--- src/rtl/router_pkg.sv ---
// ============================================================================
// router_pkg : shared FSM encoding, header field positions and clog2 helper
// Revision   : 1.0
// ============================================================================
`default_nettype none

package router_pkg;

  typedef enum logic [2:0] {
    IDLE   = 3'd0,
    LOAD   = 3'd1,
    PARITY = 3'd2,
    CHECK  = 3'd3,
    DROP   = 3'd4
  } state_t;

  localparam int ADDR_LSB = 0;

  // Length field sits immediately above the destination field.
  function automatic int len_lsb(input int addr_w);
    return ADDR_LSB + addr_w;
  endfunction

  function automatic int clog2(input int value);
    int r;
    r = 0;
    while ((1 << r) < value) r++;
    return r;
  endfunction

endpackage

`default_nettype wire

--- src/rtl/router_chan_fifo.sv ---
// ============================================================================
// router_chan_fifo : show-ahead channel FIFO with unread-timeout flush
// Revision         : 1.0
// ============================================================================
`default_nettype none

module router_chan_fifo
  import router_pkg::*;
#(
  parameter int DW      = 8,
  parameter int DEPTH   = 4,
  parameter int TIMEOUT = 30
) (
  input  logic          clk,
  input  logic          rst_n,
  input  logic          i_push,
  input  logic          i_rd,
  input  logic [DW-1:0] i_data,
  output logic          o_vld,
  output logic          o_full,
  output logic          o_soft_rst,
  output logic [DW-1:0] o_data
);

  localparam int PW = clog2(DEPTH);
  localparam int CW = clog2(DEPTH + 1);
  localparam int TW = (TIMEOUT > 0) ? clog2(TIMEOUT + 1) : 1;
  localparam logic [CW-1:0] c_depth   = CW'(DEPTH);
  localparam logic [TW-1:0] c_timeout = TW'(TIMEOUT);

  logic [DW-1:0] r_mem [DEPTH];
  logic [PW-1:0] r_wr_ptr;
  logic [PW-1:0] r_rd_ptr;
  logic [CW-1:0] r_count;
  logic [TW-1:0] r_tmr;
  logic          w_empty;
  logic          w_pop;
  logic          w_wr;
  logic          w_flush;

  assign w_empty    = (r_count == '0);
  assign o_full     = (r_count == c_depth);
  assign w_flush    = (TIMEOUT != 0) && (r_tmr == c_timeout);
  assign w_pop      = i_rd && !w_empty;
  // A push landing in the flush cycle is discarded rather than stalled.
  assign w_wr       = i_push && !o_full && !w_flush;
  assign o_vld      = !w_empty;
  assign o_soft_rst = w_flush;
  assign o_data     = w_empty ? '0 : r_mem[r_rd_ptr];

  always_ff @(posedge clk) begin
    if (w_wr) r_mem[r_wr_ptr] <= i_data;
  end

  always_ff @(posedge clk or negedge rst_n) begin
    if (!rst_n) begin
      r_wr_ptr <= '0;
      r_rd_ptr <= '0;
      r_count  <= '0;
    end else if (w_flush) begin
      r_wr_ptr <= '0;
      r_rd_ptr <= '0;
      r_count  <= '0;
    end else begin
      if (w_wr)  r_wr_ptr <= r_wr_ptr + PW'(1);
      if (w_pop) r_rd_ptr <= r_rd_ptr + PW'(1);
      case ({w_wr, w_pop})
        2'b10:   r_count <= r_count + CW'(1);
        2'b01:   r_count <= r_count - CW'(1);
        default: r_count <= r_count;
      endcase
    end
  end

  always_ff @(posedge clk or negedge rst_n) begin
    if (!rst_n) begin
      r_tmr <= '0;
    end else if ((TIMEOUT == 0) || w_flush || w_empty || w_pop) begin
      r_tmr <= '0;
    end else begin
      r_tmr <= r_tmr + TW'(1);
    end
  end

endmodule

`default_nettype wire

--- src/rtl/router_param.sv ---
// ============================================================================
// router_param : byte-serial packet router with parity check, backpressure,
//                invalid-destination drop and per-channel timeout flush
// Revision     : 1.0
// ============================================================================
`default_nettype none

module router_param
  import router_pkg::*;
#(
  parameter int DW      = 8,
  parameter int N_CH    = 3,
  parameter int ADDR_W  = 2,
  parameter int LEN_W   = 4,
  parameter int DEPTH   = 4,
  parameter int TIMEOUT = 30
) (
  input  logic               clk,
  input  logic               resetn,
  input  logic               packet_valid,
  input  logic [DW-1:0]      datain,
  input  logic [N_CH-1:0]    read_enb,
  output logic               busy,
  output logic               err,
  output logic [N_CH-1:0]    vld_out,
  output logic [N_CH*DW-1:0] data_out,
  output logic [N_CH-1:0]    soft_rst
);

  localparam int LEN_LSB = len_lsb(ADDR_W);
  localparam int NPAD    = 1 << ADDR_W;
  localparam logic [ADDR_W:0] c_n_ch = (ADDR_W + 1)'(N_CH);

  state_t            r_state;
  state_t            w_state_nxt;
  logic [ADDR_W-1:0] r_dest;
  logic [ADDR_W-1:0] w_dest_nxt;
  logic [LEN_W-1:0]  r_len;
  logic [LEN_W-1:0]  w_len_nxt;
  logic [DW-1:0]     r_calc;
  logic [DW-1:0]     w_calc_nxt;
  logic [DW-1:0]     r_recv;
  logic [DW-1:0]     w_recv_nxt;
  logic              r_err;
  logic              w_err_nxt;

  logic              w_accept;
  logic              w_push;
  logic [ADDR_W-1:0] w_hdr_dest;
  logic [LEN_W-1:0]  w_hdr_len;
  logic [N_CH-1:0]   w_full;
  logic [NPAD-1:0]   w_full_pad;

  assign w_hdr_dest = datain[ADDR_LSB +: ADDR_W];
  assign w_hdr_len  = datain[LEN_LSB +: LEN_W];
  // Padding lets r_dest index safely even when N_CH < 2**ADDR_W.
  assign w_full_pad = NPAD'(w_full);
  assign busy       = (r_state == CHECK) || ((r_state == LOAD) && w_full_pad[r_dest]);
  assign w_accept   = packet_valid && !busy;
  assign w_push     = (r_state == LOAD) && w_accept;
  assign err        = r_err;

  always_ff @(posedge clk or negedge resetn) begin
    if (!resetn) begin
      r_state <= IDLE;
      r_dest  <= '0;
      r_len   <= '0;
      r_calc  <= '0;
      r_recv  <= '0;
      r_err   <= 1'b0;
    end else begin
      r_state <= w_state_nxt;
      r_dest  <= w_dest_nxt;
      r_len   <= w_len_nxt;
      r_calc  <= w_calc_nxt;
      r_recv  <= w_recv_nxt;
      r_err   <= w_err_nxt;
    end
  end

  always_comb begin
    w_state_nxt = r_state;
    w_dest_nxt  = r_dest;
    w_len_nxt   = r_len;
    w_calc_nxt  = r_calc;
    w_recv_nxt  = r_recv;
    w_err_nxt   = r_err;
    unique case (r_state)
      IDLE: begin
        if (w_accept) begin
          w_dest_nxt = w_hdr_dest;
          w_len_nxt  = w_hdr_len;
          w_calc_nxt = datain;
          if ({1'b0, w_hdr_dest} >= c_n_ch) begin
            w_err_nxt   = 1'b1;
            w_state_nxt = DROP;
          end else begin
            w_err_nxt   = 1'b0;
            w_state_nxt = (w_hdr_len == '0) ? PARITY : LOAD;
          end
        end
      end
      LOAD: begin
        if (!packet_valid) begin
          w_err_nxt   = 1'b1;
          w_state_nxt = IDLE;
        end else if (w_accept) begin
          w_calc_nxt = r_calc ^ datain;
          w_len_nxt  = r_len - LEN_W'(1);
          if (r_len == LEN_W'(1)) w_state_nxt = PARITY;
        end
      end
      PARITY: begin
        if (!packet_valid) begin
          w_err_nxt   = 1'b1;
          w_state_nxt = IDLE;
        end else if (w_accept) begin
          w_recv_nxt  = datain;
          w_state_nxt = CHECK;
        end
      end
      CHECK: begin
        w_err_nxt   = (r_calc != r_recv);
        w_state_nxt = IDLE;
      end
      DROP: begin
        // Consumes LEN payload bytes plus the parity byte.
        if (!packet_valid) begin
          w_state_nxt = IDLE;
        end else if (w_accept) begin
          if (r_len == '0) w_state_nxt = IDLE;
          else             w_len_nxt   = r_len - LEN_W'(1);
        end
      end
      default: w_state_nxt = IDLE;
    endcase
  end

  for (genvar i = 0; i < N_CH; i++) begin : g_chan
    router_chan_fifo #(
      .DW      (DW),
      .DEPTH   (DEPTH),
      .TIMEOUT (TIMEOUT)
    ) u_fifo (
      .clk        (clk),
      .rst_n      (resetn),
      .i_push     (w_push && (r_dest == ADDR_W'(i))),
      .i_rd       (read_enb[i]),
      .i_data     (datain),
      .o_vld      (vld_out[i]),
      .o_full     (w_full[i]),
      .o_soft_rst (soft_rst[i]),
      .o_data     (data_out[i*DW +: DW])
    );
  end

endmodule

`default_nettype wire

--- config.mk ---
export PLATFORM = sky130hd
export DESIGN_NAME = router_param
export DESIGN_NICKNAME = d
export VERILOG_FILES = /design/src/rtl/router_pkg.sv /design/src/rtl/router_chan_fifo.sv /design/src/rtl/router_param.sv
export SDC_FILE = /design/constraint.sdc
export NUM_CORES = 1
export LEC_CHECK = 0
export ABC_CLOCK_PERIOD_IN_PS = 7500
export CAP_MARGIN = 30
export CORE_ASPECT_RATIO = 1.75
export CORE_MARGIN = 1.5
export CORE_UTILIZATION = 24
export CTS_CLUSTER_DIAMETER = 100
export DETAILED_ROUTE_END_ITERATION = 8
export HOLD_SLACK_MARGIN = 0.06
export PLACE_DENSITY = 0.48
export SETUP_SLACK_MARGIN = 0.05
export SLEW_MARGIN = 25
export SYNTH_ARGS = -nofsm -noshare
export SYNTH_HDL_FRONTEND = slang
export SYNTH_HIERARCHICAL = 1
export SYNTH_SLANG_ARGS = --single-unit
--- constraint.sdc ---
create_clock -name clk -period 7.5 [get_ports clk]
set_input_delay 1.5 -clock clk [delete_from_list [all_inputs] [get_ports clk]]
set_output_delay 1.5 -clock clk [all_outputs]
set_load 0.02 [all_outputs]
Word-level counts from Yosys, hierarchy flattened:

Memories as Yosys holds them, arrays and structs flattened.
Cells that the tools add are included.

* register bits after elaboration: 62
* logic and storage cells: 189
* RAM bits: 96
* input port bits: 14
* ROM bits: 0
* bits in latches: 0
* memories kept: 3
* output and inout port bits: 32

Memories
* g_chan[0].u_fifo.r_mem: words 4, width 8, read ports 1, clocked after memory_dff 0, wr ports 1, line router_chan_fifo.sv:31 `logic [DW-1:0] r_mem [DEPTH];`
* g_chan[1].u_fifo.r_mem: words 4, width 8, read ports 1, clocked after memory_dff 0, wr ports 1, line router_chan_fifo.sv:31
* g_chan[2].u_fifo.r_mem: words 4, width 8, read ports 1, clocked after memory_dff 0, wr ports 1, line router_chan_fifo.sv:31

* bitwise gates (word level): 1
* div/mod/pow operators: 0
* muxes and demuxes: 59
* reductions and logical operators: 58
* add/subtract/negate cells: 16
* eq/ne operators: 32
* multipliers: 0
* shifts and indexed selects: 0
* magnitude comparators: 2

Operators with widths (number)
* $mux 8: 6
* $mux 3: 13
* $mux 2: 13
* $mux 4: 6
* $pmux 3 s2: 3
* $pmux 8 s2: 1
* $add 5x1->5 const B: 3
* $eq 5x5->1 const B: 3
* $logic_and 1x1->1: 15
* $mux 5: 3
* $reduce_bool 3->1: 5
* $ne 2x2->1 const B: 7
* $reduce_bool 2->1: 7
* $add 2x1->2 const B: 6
* $eq 3x3->1 const B: 4
* $logic_not 3->1: 4
* $ne 3x3->1 const B: 4
* $pmux 3 s4: 1
* $pmux 4 s3: 1
* $logic_not 1->1: 10
* $mux 1: 10
* $add 3x1->3 const B: 3
* $sub 3x1->3 const B: 3
* $eq 2x1->1 const B: 4
* other kinds (21): 33

Depth between registers and ports, before layout:

Gate-level depths: netlist (run 1).

* depth after elaboration: 14
* gate-level depth with buffers: 13
* mapped depth without buffers: 13

Cells and area by module:

Netlist (run 1), hierarchy kept.

Modules (own cells, without submodules)
* router_chan_fifo at g_chan[0].u_fifo ...: area each 1920.6 sq um, cells each 123, instances 2, seq. area each 1261.2 sq um
* router_chan_fifo at g_chan[1].u_fifo: area each 1936.9 sq um, cells each 127, instances 1, seq. area each 1261.2 sq um
* router_param: area each 1555.2 sq um, cells each 155, instances 1, seq. area each 650.6 sq um

Worst setup path after synthesis (run 1):

OpenSTA, ideal clock, no wires.

* path type: input port to flip-flop
* from: input port packet_valid
* to: register g_chan[1].u_fifo.r_count[2]
* cell stages on the path: 12
* path buffers: 1
* required time: 7.418 ns
* slack: 3.209 ns
* arrival time: 4.209 ns
* library setup time: 0.082 ns
* cell sequence: buf_4 nor3b_2 o2111ai_1 nor3b_1 a21bo_2 nor2_1 nor2_1 fa_1 nor2_1 nand2_1 a21o_2 a31oi_1

* longest elaborated chain between the ends: 8
* elaborated cells on any way between the ends: 10
* those cells by class: 2 x eq/ne; 2 x mux; 6 x reduce/logical

RTL lines
* start: declaration: line router_param.sv:20 `input logic packet_valid,`
* $logic_and 1x1->1 (*): line router_param.sv:59 `assign w_accept = packet_valid && !busy;`
* $logic_and 1x1->1 (*): line router_param.sv:60 `assign w_push = (r_state == LOAD) && w_accept;`
* $logic_and 1x1->1 (*): line router_param.sv:147 `.i_push (w_push && (r_dest == ADDR_W'(i))),`
* $logic_and 1x1->1 (*) (2 in series): line router_chan_fifo.sv:46 `assign w_wr = i_push && !o_full && !w_flush;`
* $eq 2x1->1 or $eq 2x2->1 (tied branches): line router_chan_fifo.sv:67 `case ({w_wr, w_pop})`
* $pmux 3 s2: line router_chan_fifo.sv:67
* $mux 3: line router_chan_fifo.sv:60 `end else if (w_flush) begin`
* end signal: assignment: line router_chan_fifo.sv:68 `2'b10: r_count <= r_count + CW'(1);`
* end signal: assignment: line router_chan_fifo.sv:69 `2'b01: r_count <= r_count - CW'(1);`
* end signal: assignment: line router_chan_fifo.sv:70 `default: r_count <= r_count;`
* end: declaration: line router_chan_fifo.sv:34 `logic [CW-1:0] r_count;`

Mark *: on every way between the ends. The rest lies on a longest branch, timed or not.
A chain may end at the register's enable or synchronous reset.

Final worst setup path (run 1):

Same ends and word-level chain as after synthesis.

==> reports/metrics.cfg, run 1 <==
[floorplan]
num_rows = 84
die_area_mm2 = 0.0317
die_h_um = 234
core-area_mm2 = 0.0301
die_w_um = 135
io_pins = 46
initial_core_util_pct = 24.4

[sta]
max_slew_margin_pct = 40.6
slew_viol_final = 0
final_hold_viol_count = 0
clock.fmax_mhz = 198
rsz0062_at_grt = no
hold_ws_ps = 484
final-setup-viol-count = 0
tns_ps = 0
worst_pin_slew_ps = 888
period_minus_slack_ps = 5060
skew_ps = 8.98
min_period_over_period_pct = 67.4

[route]
avgRoutedWirePerCell_um = 15.9
first_pass_iters = 4
drc_errors = 0
first_iter_violations = 244
final_antenna_net_count = 0
avgViaCountPerCell = 4.45
wl_mm = 15.5
vias = 4342

[yosys]
ys_async_sr_fraction_pct = 39.2
yosys.area.top_type = edfxtp_1
ys_ff_latch = 158
ys_types = 55
synthTopCellsByArea = edfxtp_1 (39%), dfrtp_1 (21%), mux4_2 (7.4%), ha_1 (3.4%), and2_1 (3.3%)
ys.flop_type = edfxtp_1
yosysTopAreaCellShare_pct = 39.3
synth.avg_cell_area_um2 = 13.9
synth_fp_nets = 565
ys_warn_count = 6
synth-seq-area-share_pct = 60.5
synth_edf_count = 96
netlist_area_mm2 = 0.00733
synthCells = 528

[worst_hold_path]
hold_start = g_chan[1].u_fifo/r_tmr[0]$_DFF_PN0_
min_path_type = flip-flop to flip-flop

[clock_network]
ctsHoldBuffers = 0
root_buffer = clkbuf_16
post_cts_buffers = 0
cts.clk_slew.worst_paths_ps = 70
cts_max_level = 4
cts_sinks = 158
clk_path_buf_depth = 2
cts_resized = 0
cts_tree = done
clkLatencyLatePin_ps = 420
numCtsBuffers = 17

[power_and_ir_drop]
irDropWorstVdd_mv = 0.165
power_w = 0.00335
leakage_nw = 3.20
pwr_density_cell_mw_per_mm2 = 382

[final_layout]
fin_area_mm2 = 0.00876
final_util_pct = 29.2
drive_gt1_share_pct = 14.1
nNetsFinal = 612
syn2layout_area_growth_pct = 19.5
multi_input_area_mm2 = 0.00272
antenna_cells = 0
final_common_cell = edfxtp_1
layout_common_cells = edfxtp_1 (96), dfrtp_1 (62), nor2_1 (53)
nFillCells = 3076
ff_latch_area_mm2 = 0.00443

[grt]
overflow = 0
antenna_found_initial = 0
grt_pass1_wl_mm = 24.9
grt_pass1_vias = 4597
grt_max_degree = 63
grt.total_usage_pct = 10.5

[placed_design]
dpl.hpwl_mm = 10.5
place_area_mm2 = 0.00817
port_buffers = 45
gp_congestion = 0.774

[setup_path]
endpoint_kind = flip-flop
worstPathRequired_ps = 7840
r2r-start = g_chan[2].u_fifo/r_count[0]$_DFFE_PN0P_
critPathLaunch = packet_valid
critPathLaunchType = primary input
cp_max_fo = 10
crit_type = primary input to flip-flop
arrival_ps = 5400

[status]
status = complete, no violations

[flow_run]
cap_violations = 0

## final timing paths
| path | end | slack, ps | depth (start not counted) |
|---|---|---|---|
| worst max-delay path | g_chan[1].u_fifo/r_count[2]$_DFFE_PN0P_ | 2440 | 12 |
| worst min-delay path | g_chan[1].u_fifo/r_tmr[0]$_DFF_PN0_ | 480 | 1 |
| worst max register to register | g_chan[1].u_fifo/r_count[2]$_DFFE_PN0P_ | 3420 | 13 |
| worst min register to register | g_chan[1].u_fifo/r_tmr[0]$_DFF_PN0_ | 480 | 1 |
| max in group asynchronous | g_chan[0].u_fifo/r_count[0]$_DFFE_PN0P_ | 5670 | 2 |
| min in group asynchronous | g_chan[2].u_fifo/r_tmr[4]$_DFF_PN0_ | 1260 | 2 |
## flip-flops by register name (all words and copies together), names as in the netlist
| register | count |
|---|---|
| err | 1 |
| g_chan.u_fifo/r_count | 9 |
| g_chan.u_fifo/r_mem | 96 |
| g_chan.u_fifo/r_rd_ptr | 6 |
| g_chan.u_fifo/r_tmr | 15 |
| g_chan.u_fifo/r_wr_ptr | 6 |
| r_calc | 8 |
| r_dest | 2 |
| r_len | 4 |
| r_recv | 8 |
| r_state | 3 |
## report_power, final
part / switching [W] / internal, W
clock network: 0.000334 / 0.000532
registers: 0.000245 / 0.00108
logic: 0.000547 / 0.000602
total: 0.00113 / 0.00222
## cell families after synthesis
kind of cell               Yosys count  synth area share [%]
buffers and inverters               36                  2.49
DFF                                158                  60.5
muxes                               47                  10.8
xor gates and xnor gates            29                  3.46
AOI/OAI and AO/OA                   68                  6.55
adders and majority gates           23                  4.23
and+or+nand+nor                    167                  12.0
## cell usage after synthesis (3+ instances only)
| cell type | number |
|---|---|
| fa_1 | 3 |
| buf_1 | 3 |
| nand2_1 | 20 |
| mux4_2 | 24 |
| buf_2 | 11 |
| and2_1 | 39 |
| a221oi_2 | 3 |
| mux2_2 | 11 |
| edfxtp_1 | 96 |
| a21bo_2 | 3 |
| nand3b_1 | 5 |
| a21o_1 | 3 |
| o21ai_0 | 10 |
| o211ai_1 | 5 |
| inv_1 | 14 |
| xnor2_1 | 14 |
| or3_1 | 3 |
| mux2i_1 | 10 |
| dfrtp_1 | 62 |
| nand2b_1 | 8 |
| ha_1 | 20 |
| nor2_1 | 53 |
| and4_1 | 3 |
| a211oi_1 | 3 |
| o21a_1 | 3 |
| xor2_1 | 15 |
| nor3_1 | 7 |
| nand3_1 | 15 |
| a31oi_1 | 10 |
| buf_6 | 4 |
| a21oi_1 | 16 |
| clkbuf_1 | 3 |
## stage by stage
stage          worst slack, ps  std cells
6_report                  2440        975
3_3_place_gp              2210        943
3_5_place_dp              2060        943
5_1_grt                   2160        975
2_1_floorplan             3210        528
4_1_cts                   2500        975
## critical path, cell delays in order
cell,delay (ps)
clkdlybuf4s50_1,650
nor3b_2,350
o2111ai_1,430
nor3b_1,870
a21bo_2,330
nor2_1,210
nor2_1,100
fa_1,430
nor2_1,120
nand2_1,60
a21o_2,210
a31oi_1,120
## per-layer routing
layer | global-route usage, % | part of all wire (%) | wire length (µm) | up-vias
li1 | - | - | - | 2040
met1 | 10.8 | 38 | 5980 | 2210
met2 | 19.8 | 56 | 8660 | 69
met3 | 1.79 | 2.7 | 415 | 23
met4 | 5.58 | 3.1 | 482 | 0
met5 | 0 | 0 | 0 | -
## area by class of cell
type                       count  share of cell area [%]
clock inverter                10                    1.57
multi-input combinational    334                    31.0
inverter                      14                   0.600
sequential                   158                    50.6
timing repair buffer          50                    5.51
tap                          387                    5.53
clock buffer                  22                    5.18
No activity file was read; power rests on OpenSTA's default activity.
==> inputs of run 2 (changes only) <==
--- a/config.mk
+++ b/config.mk
@@ -5,7 +5,7 @@
 export SDC_FILE = /design/constraint.sdc
 export NUM_CORES = 1
 export LEC_CHECK = 0
-export ABC_CLOCK_PERIOD_IN_PS = 7500
+export ABC_CLOCK_PERIOD_IN_PS = 4300
 export CAP_MARGIN = 30
 export CORE_ASPECT_RATIO = 1.75
 export CORE_MARGIN = 1.5
@@ -13,7 +13,7 @@
 export CTS_CLUSTER_DIAMETER = 100
 export DETAILED_ROUTE_END_ITERATION = 8
 export HOLD_SLACK_MARGIN = 0.06
-export PLACE_DENSITY = 0.48
+export PLACE_DENSITY = 0.49
 export SETUP_SLACK_MARGIN = 0.05
 export SLEW_MARGIN = 25
 export SYNTH_ARGS = -nofsm -noshare
==> constraint.sdc (replaced) <==
create_clock -name clk -period 4.3 [get_ports clk]
set_input_delay 0.86 -clock clk [delete_from_list [all_inputs] [get_ports clk]]
set_output_delay 0.86 -clock clk [all_outputs]
set_load 0.02 [all_outputs]
==> run 2 against run 1 <==
Net effect:
- die area did not move
- critical path depth decreased by 5
- final cell count rose by 0.62%
- sequential power rose by 75%
- largest power group unchanged
- power grew 74%
- critical path type is now flip-flop to primary output
- worst setup slack got worse by 1800 ps
- non-clock buffer count increased by 6
- largest cell class unchanged
==> reports/metrics.cfg, run 2 (synthesis gave the netlist of run 1 again) <==
[sta]
worst_pin_slew_ps = 810  ; was 888 ps
max_slew_margin_pct = 45.7  ; was 40.6%
period_minus_slack_ps = 3670
final-setup-viol-count = 0  ; unchanged
min_period_over_period_pct = 85.5
clock.fmax_mhz = 272
timing.final.ws_setup_ps = 625  ; was 2440 ps
final_hold_viol_count = 0  ; unchanged
tns_ps = 0  ; unchanged
slew_viol_final = 0  ; unchanged
hold_ws_ps = 446  ; was 484 ps
rsz0062_at_grt = no  ; unchanged
skew_ps = 8.24  ; was 8.98 ps

[floorplan]
num_rows = 84  ; unchanged
initial_core_util_pct = 24.4  ; unchanged
core-area_mm2 = 0.0301  ; unchanged
die_h_um = 234  ; unchanged
die_w_um = 135  ; unchanged
die_area_mm2 = 0.0317  ; unchanged
io_pins = 46  ; unchanged

[power_and_ir_drop]
pwr_density_cell_mw_per_mm2 = 662  ; was 382 mW/mm²
leakage_nw = 3.23  ; was 3.20 nW
irDropWorstVdd_mv = 0.280  ; was 0.165 mV

[final_layout]
reg.largest.list = g_chan.u_fifo/r_mem x96, g_chan.u_fifo/r_tmr x15, g_chan.u_fifo/r_count x9  ; unchanged
largest_reg_flops = 96  ; unchanged
antenna_cells = 0  ; unchanged
nFillCells = 3082  ; was 3076
registers.top_by_ff_count = g_chan.u_fifo/r_mem  ; unchanged
drive_gt1_share_pct = 15.0  ; was 14.1%
syn2layout_area_growth_pct = 19.8  ; was 19.5%
nNetsFinal = 618  ; was 612
final_common_cell = edfxtp_1  ; unchanged
layout_common_cells = edfxtp_1 (96), dfrtp_1 (62), nor2_1 (53)  ; unchanged

[clock_network]
clk_path_buf_depth = 2  ; unchanged
cts.clk_slew.worst_paths_ps = 60  ; was 70 ps
ctsHoldBuffers = 0  ; unchanged
cts_resized = 0  ; unchanged
clkLatencyLatePin_ps = 420  ; about the same
numCtsBuffers = 17  ; unchanged
root_buffer = clkbuf_16  ; unchanged
cts_tree = done  ; unchanged
cts_max_level = 4  ; unchanged
cts_sinks = 158  ; unchanged
post_cts_buffers = 0  ; unchanged

[route]
avgRoutedWirePerCell_um = 16.2  ; was 15.9 µm
first_iter_violations = 223  ; was 244
final_antenna_net_count = 0  ; unchanged
first_pass_iters = 4  ; unchanged
drc_errors = 0  ; unchanged
wl_mm = 15.9  ; was 15.5 mm
vias = 4317  ; was 4342
avgViaCountPerCell = 4.40  ; was 4.45

[setup_path]
worstPathRequired_ps = 3440  ; was 7840 ps
crit_path_max_incr_delay_ps = 640  ; was 870 ps
cp_max_fo = 6  ; was 10
worstPathCellList = nor2_1 > and2_1 > mux2i_1 > o21ai_0 > nor2_1 > nor3_1 > clkdlybuf4s50_1  ; was clkdlybuf4s50_1 > nor3b_2 > o2111ai_1 > nor3b_1 > a21bo_2 > nor2_1 > nor2_1 > fa_1 > nor2_1 > nand2_1 > a21o_2 > a31oi_1
path_common_cell = nor2_1  ; unchanged
endpoint_kind = primary output  ; was flip-flop
critPathSlowestCell = clkdlybuf4s50_1  ; was nor3b_1
arrival_ps = 2810  ; was 5400 ps
crit_type = flip-flop to primary output  ; was primary input to flip-flop
critPathLaunchType = flip-flop  ; was primary input

[grt]
grt_pass1_wl_mm = 25.3  ; was 24.9 mm
grt.total_usage_pct = 10.7  ; was 10.5%
grt_max_degree = 48  ; was 63
grt_pass1_vias = 4735  ; was 4597
overflow = 0  ; unchanged
antenna_found_initial = 0  ; unchanged

[placed_design]
dpl.hpwl_mm = 11.0  ; was 10.5 mm
gp_congestion = 0.755  ; was 0.774
port_buffers = 45  ; unchanged
place_ws_ps = 380  ; was 2060 ps

[flow_run]
cap_violations = 0  ; unchanged

[worst_hold_path]
min_path_type = primary input to asynchronous set/reset pin  ; was flip-flop to flip-flop

[status]
status = complete, no violations  ; unchanged

-- run 2: cell types whose count changed in the layout (fill, tap and decap cells not counted) --
| cell | change |
|---|---|
| clkinv_1 | +1 |
| bufinv_16 | -1 |
| buf_4 | +7 |
| buf_2 | -1 |
| clkinv_4 | +2 |
| clkbuf_1 | -1 |
| clkinv_2 | +2 |
| inv_4 | -1 |
| clkinvlp_4 | -2 |
-- run 2: where the power goes --
part | internal, W | switching, W | total, W
logic | 0.00106 | 0.000969 | 0.00203
registers | 0.00189 | 0.000435 | 0.00233
clock network | 0.000867 | 0.000586 | 0.00145
-- run 2: routing by layer --
layer | vias to the layer above | track usage [%] | part of all wire (%)
li1 | 2047 | - | -
met1 | 2198 | 10.6 | 38
met2 | 51 | 20.6 | 57
met3 | 21 | 2.42 | 2.4
met4 | 0 | 4.74 | 2.5
met5 | - | 0 | 0
-- run 2: layout make-up --
| class | instances | area [µm²] | share of cell area [%] |
|---|---|---|---|
| Clock buffer | 21 | 450 | 5.13 |
| Timing Repair Buffer | 56 | 531 | 6.04 |
| Tap cell | 387 | 484 | 5.51 |
| Clock inverter | 11 | 118 | 1.34 |
| Inverter | 14 | 52.6 | 0.598 |
| Sequential cell | 158 | 4430 | 50.5 |
| Multi-Input combinational cell | 334 | 2720 | 30.9 |
-- run 2: final timing paths --
check                                                   startpoint                                       to  slack (ps)  cells after the start
max                        g_chan[0].u_fifo/r_count[0]$_DFFE_PN0P_                                     busy         630                      7
min                                                         resetn      g_chan[2].u_fifo/r_tmr[1]$_DFF_PN0_         450                      1
max reg2reg                g_chan[0].u_fifo/r_count[0]$_DFFE_PN0P_  g_chan[0].u_fifo/r_count[2]$_DFFE_PN0P_         810                     13
min reg2reg                    g_chan[2].u_fifo/r_tmr[0]$_DFF_PN0_      g_chan[2].u_fifo/r_tmr[0]$_DFF_PN0_         490                      1
max in group asynchronous                                   resetn  g_chan[1].u_fifo/r_count[0]$_DFFE_PN0P_        3130                      2
min in group clk               g_chan[2].u_fifo/r_tmr[0]$_DFF_PN0_      g_chan[2].u_fifo/r_tmr[0]$_DFF_PN0_         490                      1
-- run 2: worst max-delay path: cells and delay by family (launching register included) --
kind / cells / cell delay [ps]
flops: 1 / 450
buf+inv: 1 / 640
compound gates: 1 / 330
simple gates: 4 / 790
mux: 1 / 170
-- run 2: metrics by stage --
stage                     utilization (%)  total power [W]  cell area, µm²  cells
final                                29.2          0.00581            8790    981
after global routing                 29.2          0.00618            8790    981
after CTS                            29.2          0.00590            8790    981
after detailed placement             27.3          0.00442            8220    949
after global placement               27.3          0.00435            8220    949
after floorplan                         -          0.00370            7330    528
==> inputs of run 3 (changes only) <==
--- a/config.mk
+++ b/config.mk
@@ -5,13 +5,14 @@
 export SDC_FILE = /design/constraint.sdc
 export NUM_CORES = 1
 export LEC_CHECK = 0
-export ABC_CLOCK_PERIOD_IN_PS = 4300
+export ABC_CLOCK_PERIOD_IN_PS = 3000
 export CAP_MARGIN = 30
 export CORE_ASPECT_RATIO = 1.75
 export CORE_MARGIN = 1.5
 export CORE_UTILIZATION = 24
 export CTS_CLUSTER_DIAMETER = 100
 export DETAILED_ROUTE_END_ITERATION = 8
+export GPL_ROUTABILITY_DRIVEN = 0
 export HOLD_SLACK_MARGIN = 0.06
 export PLACE_DENSITY = 0.49
 export SETUP_SLACK_MARGIN = 0.05
==> constraint.sdc (replaced) <==
create_clock -name clk -period 3 [get_ports clk]
set_input_delay 0.6 -clock clk [delete_from_list [all_inputs] [get_ports clk]]
set_output_delay 0.6 -clock clk [all_outputs]
set_load 0.02 [all_outputs]
==> run 3 against run 2 <==
Net effect:
- die area is the same
- combinational power grew 76%
- core utilization rose by 2.2 points
- routed wire length rose by 8.9%
- critical path type unchanged
- largest power group is now combinational logic
- via count is 7.1% higher
- power rose by 51%
- cell area increased by 7.6%
- clock-buffer cell count down 4
- non-clock buffer count rose by 50
==> reports/metrics.cfg, run 3 (synthesis gave the netlist of run 1 again) <==
[route]
highest_layer = met4  ; unchanged
vias = 4624  ; was 4317
final_antenna_net_count = 0  ; unchanged
routedLengthMet1_mm = 6.14  ; was 6.07 mm
met2_length_mm = 10.0  ; was 9.00 mm
first_pass_iters = 4  ; unchanged
first_iter_violations = 252  ; was 223
drc_errors = 0  ; unchanged
avgRoutedWirePerCell_um = 16.7  ; was 16.2 µm
avgViaCountPerCell = 4.48  ; was 4.40
wl_mm = 17.3  ; was 15.9 mm
met3_length_um = 483  ; was 381 µm

[grt]
grt_max_degree = 63  ; was 48
grt.total_usage_pct = 11.7  ; was 10.7%
grt_pass1_vias = 5055  ; was 4735
overflow = 0  ; unchanged
antenna_found_initial = 0  ; unchanged
grt_pass1_wl_mm = 27.4  ; was 25.3 mm

[clock_network]
clk_path_buf_depth = 2  ; unchanged
clkLatencyLatePin_ps = 430  ; was 420 ps
root_buffer = clkbuf_16  ; unchanged
cts_sinks = 158  ; unchanged
cts.clk_slew.worst_paths_ps = 60  ; about the same
cts_tree = done  ; unchanged
numCtsBuffers = 17  ; unchanged
cts_max_level = 4  ; unchanged

[setup_path]
crit_path_max_incr_delay_ps = 540  ; was 640 ps
cp_max_fo = 8  ; was 6
crit_type = flip-flop to primary output  ; unchanged
worstPathCellList = buf_6 > mux4_2 > and2_1 > clkdlybuf4s50_1  ; was nor2_1 > and2_1 > mux2i_1 > o21ai_0 > nor2_1 > nor3_1 > clkdlybuf4s50_1
arrival_ps = 2240  ; was 2810 ps
critPathLaunchType = flip-flop  ; unchanged
worstPathRequired_ps = 2400  ; was 3440 ps
critPathSlowestCell = clkdlybuf4s50_1  ; unchanged
endpoint_kind = primary output  ; unchanged
reg2reg_slack_ps = 270  ; was 810 ps

[floorplan]
die_area_mm2 = 0.0317  ; unchanged
num_rows = 84  ; unchanged
core-area_mm2 = 0.0301  ; unchanged
initial_core_util_pct = 24.4  ; unchanged
io_pins = 46  ; unchanged
die_h_um = 234  ; unchanged
die_w_um = 135  ; unchanged

[placed_design]
port_buffers = 45  ; unchanged
dpl.hpwl_mm = 12.4  ; was 11.0 mm

[sta]
hold_ws_ps = 176  ; was 446 ps
max_slew_margin_pct = 49.2  ; was 45.7%
final-setup-viol-count = 0  ; unchanged
min_period_over_period_pct = 94.7
worst_pin_slew_ps = 760  ; was 810 ps
final_hold_viol_count = 0  ; unchanged
skew_ps = 9.31  ; was 8.24 ps
rsz0062_at_grt = no  ; unchanged
slew_viol_final = 0  ; unchanged
clock.fmax_mhz = 352
period_minus_slack_ps = 2840

[final_layout]
reg.largest.list = g_chan.u_fifo/r_mem x96, g_chan.u_fifo/r_tmr x15, g_chan.u_fifo/r_count x9  ; unchanged
syn2layout_area_growth_pct = 29.0  ; was 19.8%
antenna_cells = 0  ; unchanged
nNetsFinal = 668  ; was 618
final_common_cell = edfxtp_1  ; unchanged
nFillCells = 3038  ; was 3082
largest_reg_flops = 96  ; unchanged
drive_gt1_share_pct = 24.7  ; was 15.0%
registers.top_by_ff_count = g_chan.u_fifo/r_mem  ; unchanged
layout_common_cells = edfxtp_1 (96), dfrtp_1 (61), nor2_1 (50)  ; was edfxtp_1 (96), dfrtp_1 (62), nor2_1 (53)
final_util_pct = 31.5  ; was 29.2%

[power_and_ir_drop]
leakage_nw = 3.59  ; was 3.23 nW
power_w = 0.00879  ; was 0.00581 W
irDropWorstVdd_mv = 0.395  ; was 0.280 mV
pwr_density_cell_mw_per_mm2 = 930  ; was 662 mW/mm²

[flow_run]
cap_violations = 0  ; unchanged

[status]
status = complete, no violations  ; unchanged

[worst_hold_path]
min_path_type = primary input to asynchronous set/reset pin  ; unchanged

==> run 3: repair_timing <==
| action | CTS | global route |
|---|---|---|
| gates resized for setup | 3 | 12 |
| hold endpoints to repair | 0 | 0 |
| hold buffers | 0 | 0 |
| setup endpoints to repair | 12 | 20 |
| buffers inserted | 0 | 1 |
| pin swaps | 0 | 2 |
==> run 3: per-layer routing <==
| metal | vias up | track usage [%] |
|---|---|---|
| li1 | 2152 | - |
| met1 | 2360 | 11.0 |
| met2 | 81 | 23.0 |
| met3 | 31 | 2.53 |
| met4 | 0 | 6.25 |
| met5 | - | 0 |
==> run 3: report_power, final <==
part	leakage (nW)	switching [W]	internal (W)
logic	1.69	0.00177	0.00182
clock network	0.278	0.000943	0.00117
registers	1.62	0.000383	0.00271
total	3.59	0.00309	0.00570
==> run 3: stage by stage <==
| step | cell area, µm² | cells | setup TNS, ps | worst slack [ps] |
|---|---|---|---|---|
| 6_report | 9460 | 1031 | 0 | 159 |
| 5_1_grt | 9460 | 1031 | 0 | 50.4 |
| 4_1_cts | 9400 | 1029 | 0 | 50.1 |
| 3_5_place_dp | 8820 | 997 | -853 | -271 |
| 3_3_place_gp | 8820 | 997 | -419 | -196 |
| 2_1_floorplan | 7430 | 528 | 0 | 40.4 |
==> run 3: worst paths after layout <==
path | startpoint | endpoint | cells after the start
min in group clk | g_chan[0].u_fifo/r_tmr[0]$_DFF_PN0_ | g_chan[0].u_fifo/r_tmr[0]$_DFF_PN0_ | 1
min reg2reg | g_chan[0].u_fifo/r_tmr[0]$_DFF_PN0_ | g_chan[0].u_fifo/r_tmr[0]$_DFF_PN0_ | 1
max reg2reg | r_dest[1]$_DFFE_PN0P_ | g_chan[1].u_fifo/r_count[2]$_DFFE_PN0P_ | 12
max in group asynchronous | resetn | r_dest[1]$_DFFE_PN0P_ | 3
max | g_chan[0].u_fifo/r_rd_ptr[0]$_DFFE_PN0P_ | data_out[7] | 4
min | resetn | g_chan[2].u_fifo/r_tmr[3]$_DFF_PN0_ | 2
==> run 3: critical path: cells and delay by family (launching register included) <==
family | cells | cell delay, ps
buf+inv | 2 | 730
mux | 1 | 510
flops | 1 | 400
simple gates | 1 | 170
==> run 3: layout make-up <==
type	count	area, µm²	area share [%]
multi-input combinational	334	2840	30.0
clock inverter	15	150	1.59
tap	387	484	5.12
timing repair buffer	106	1070	11.4
sequential	158	4440	46.9
clock buffer	17	425	4.50
inverter	14	52.6	0.556
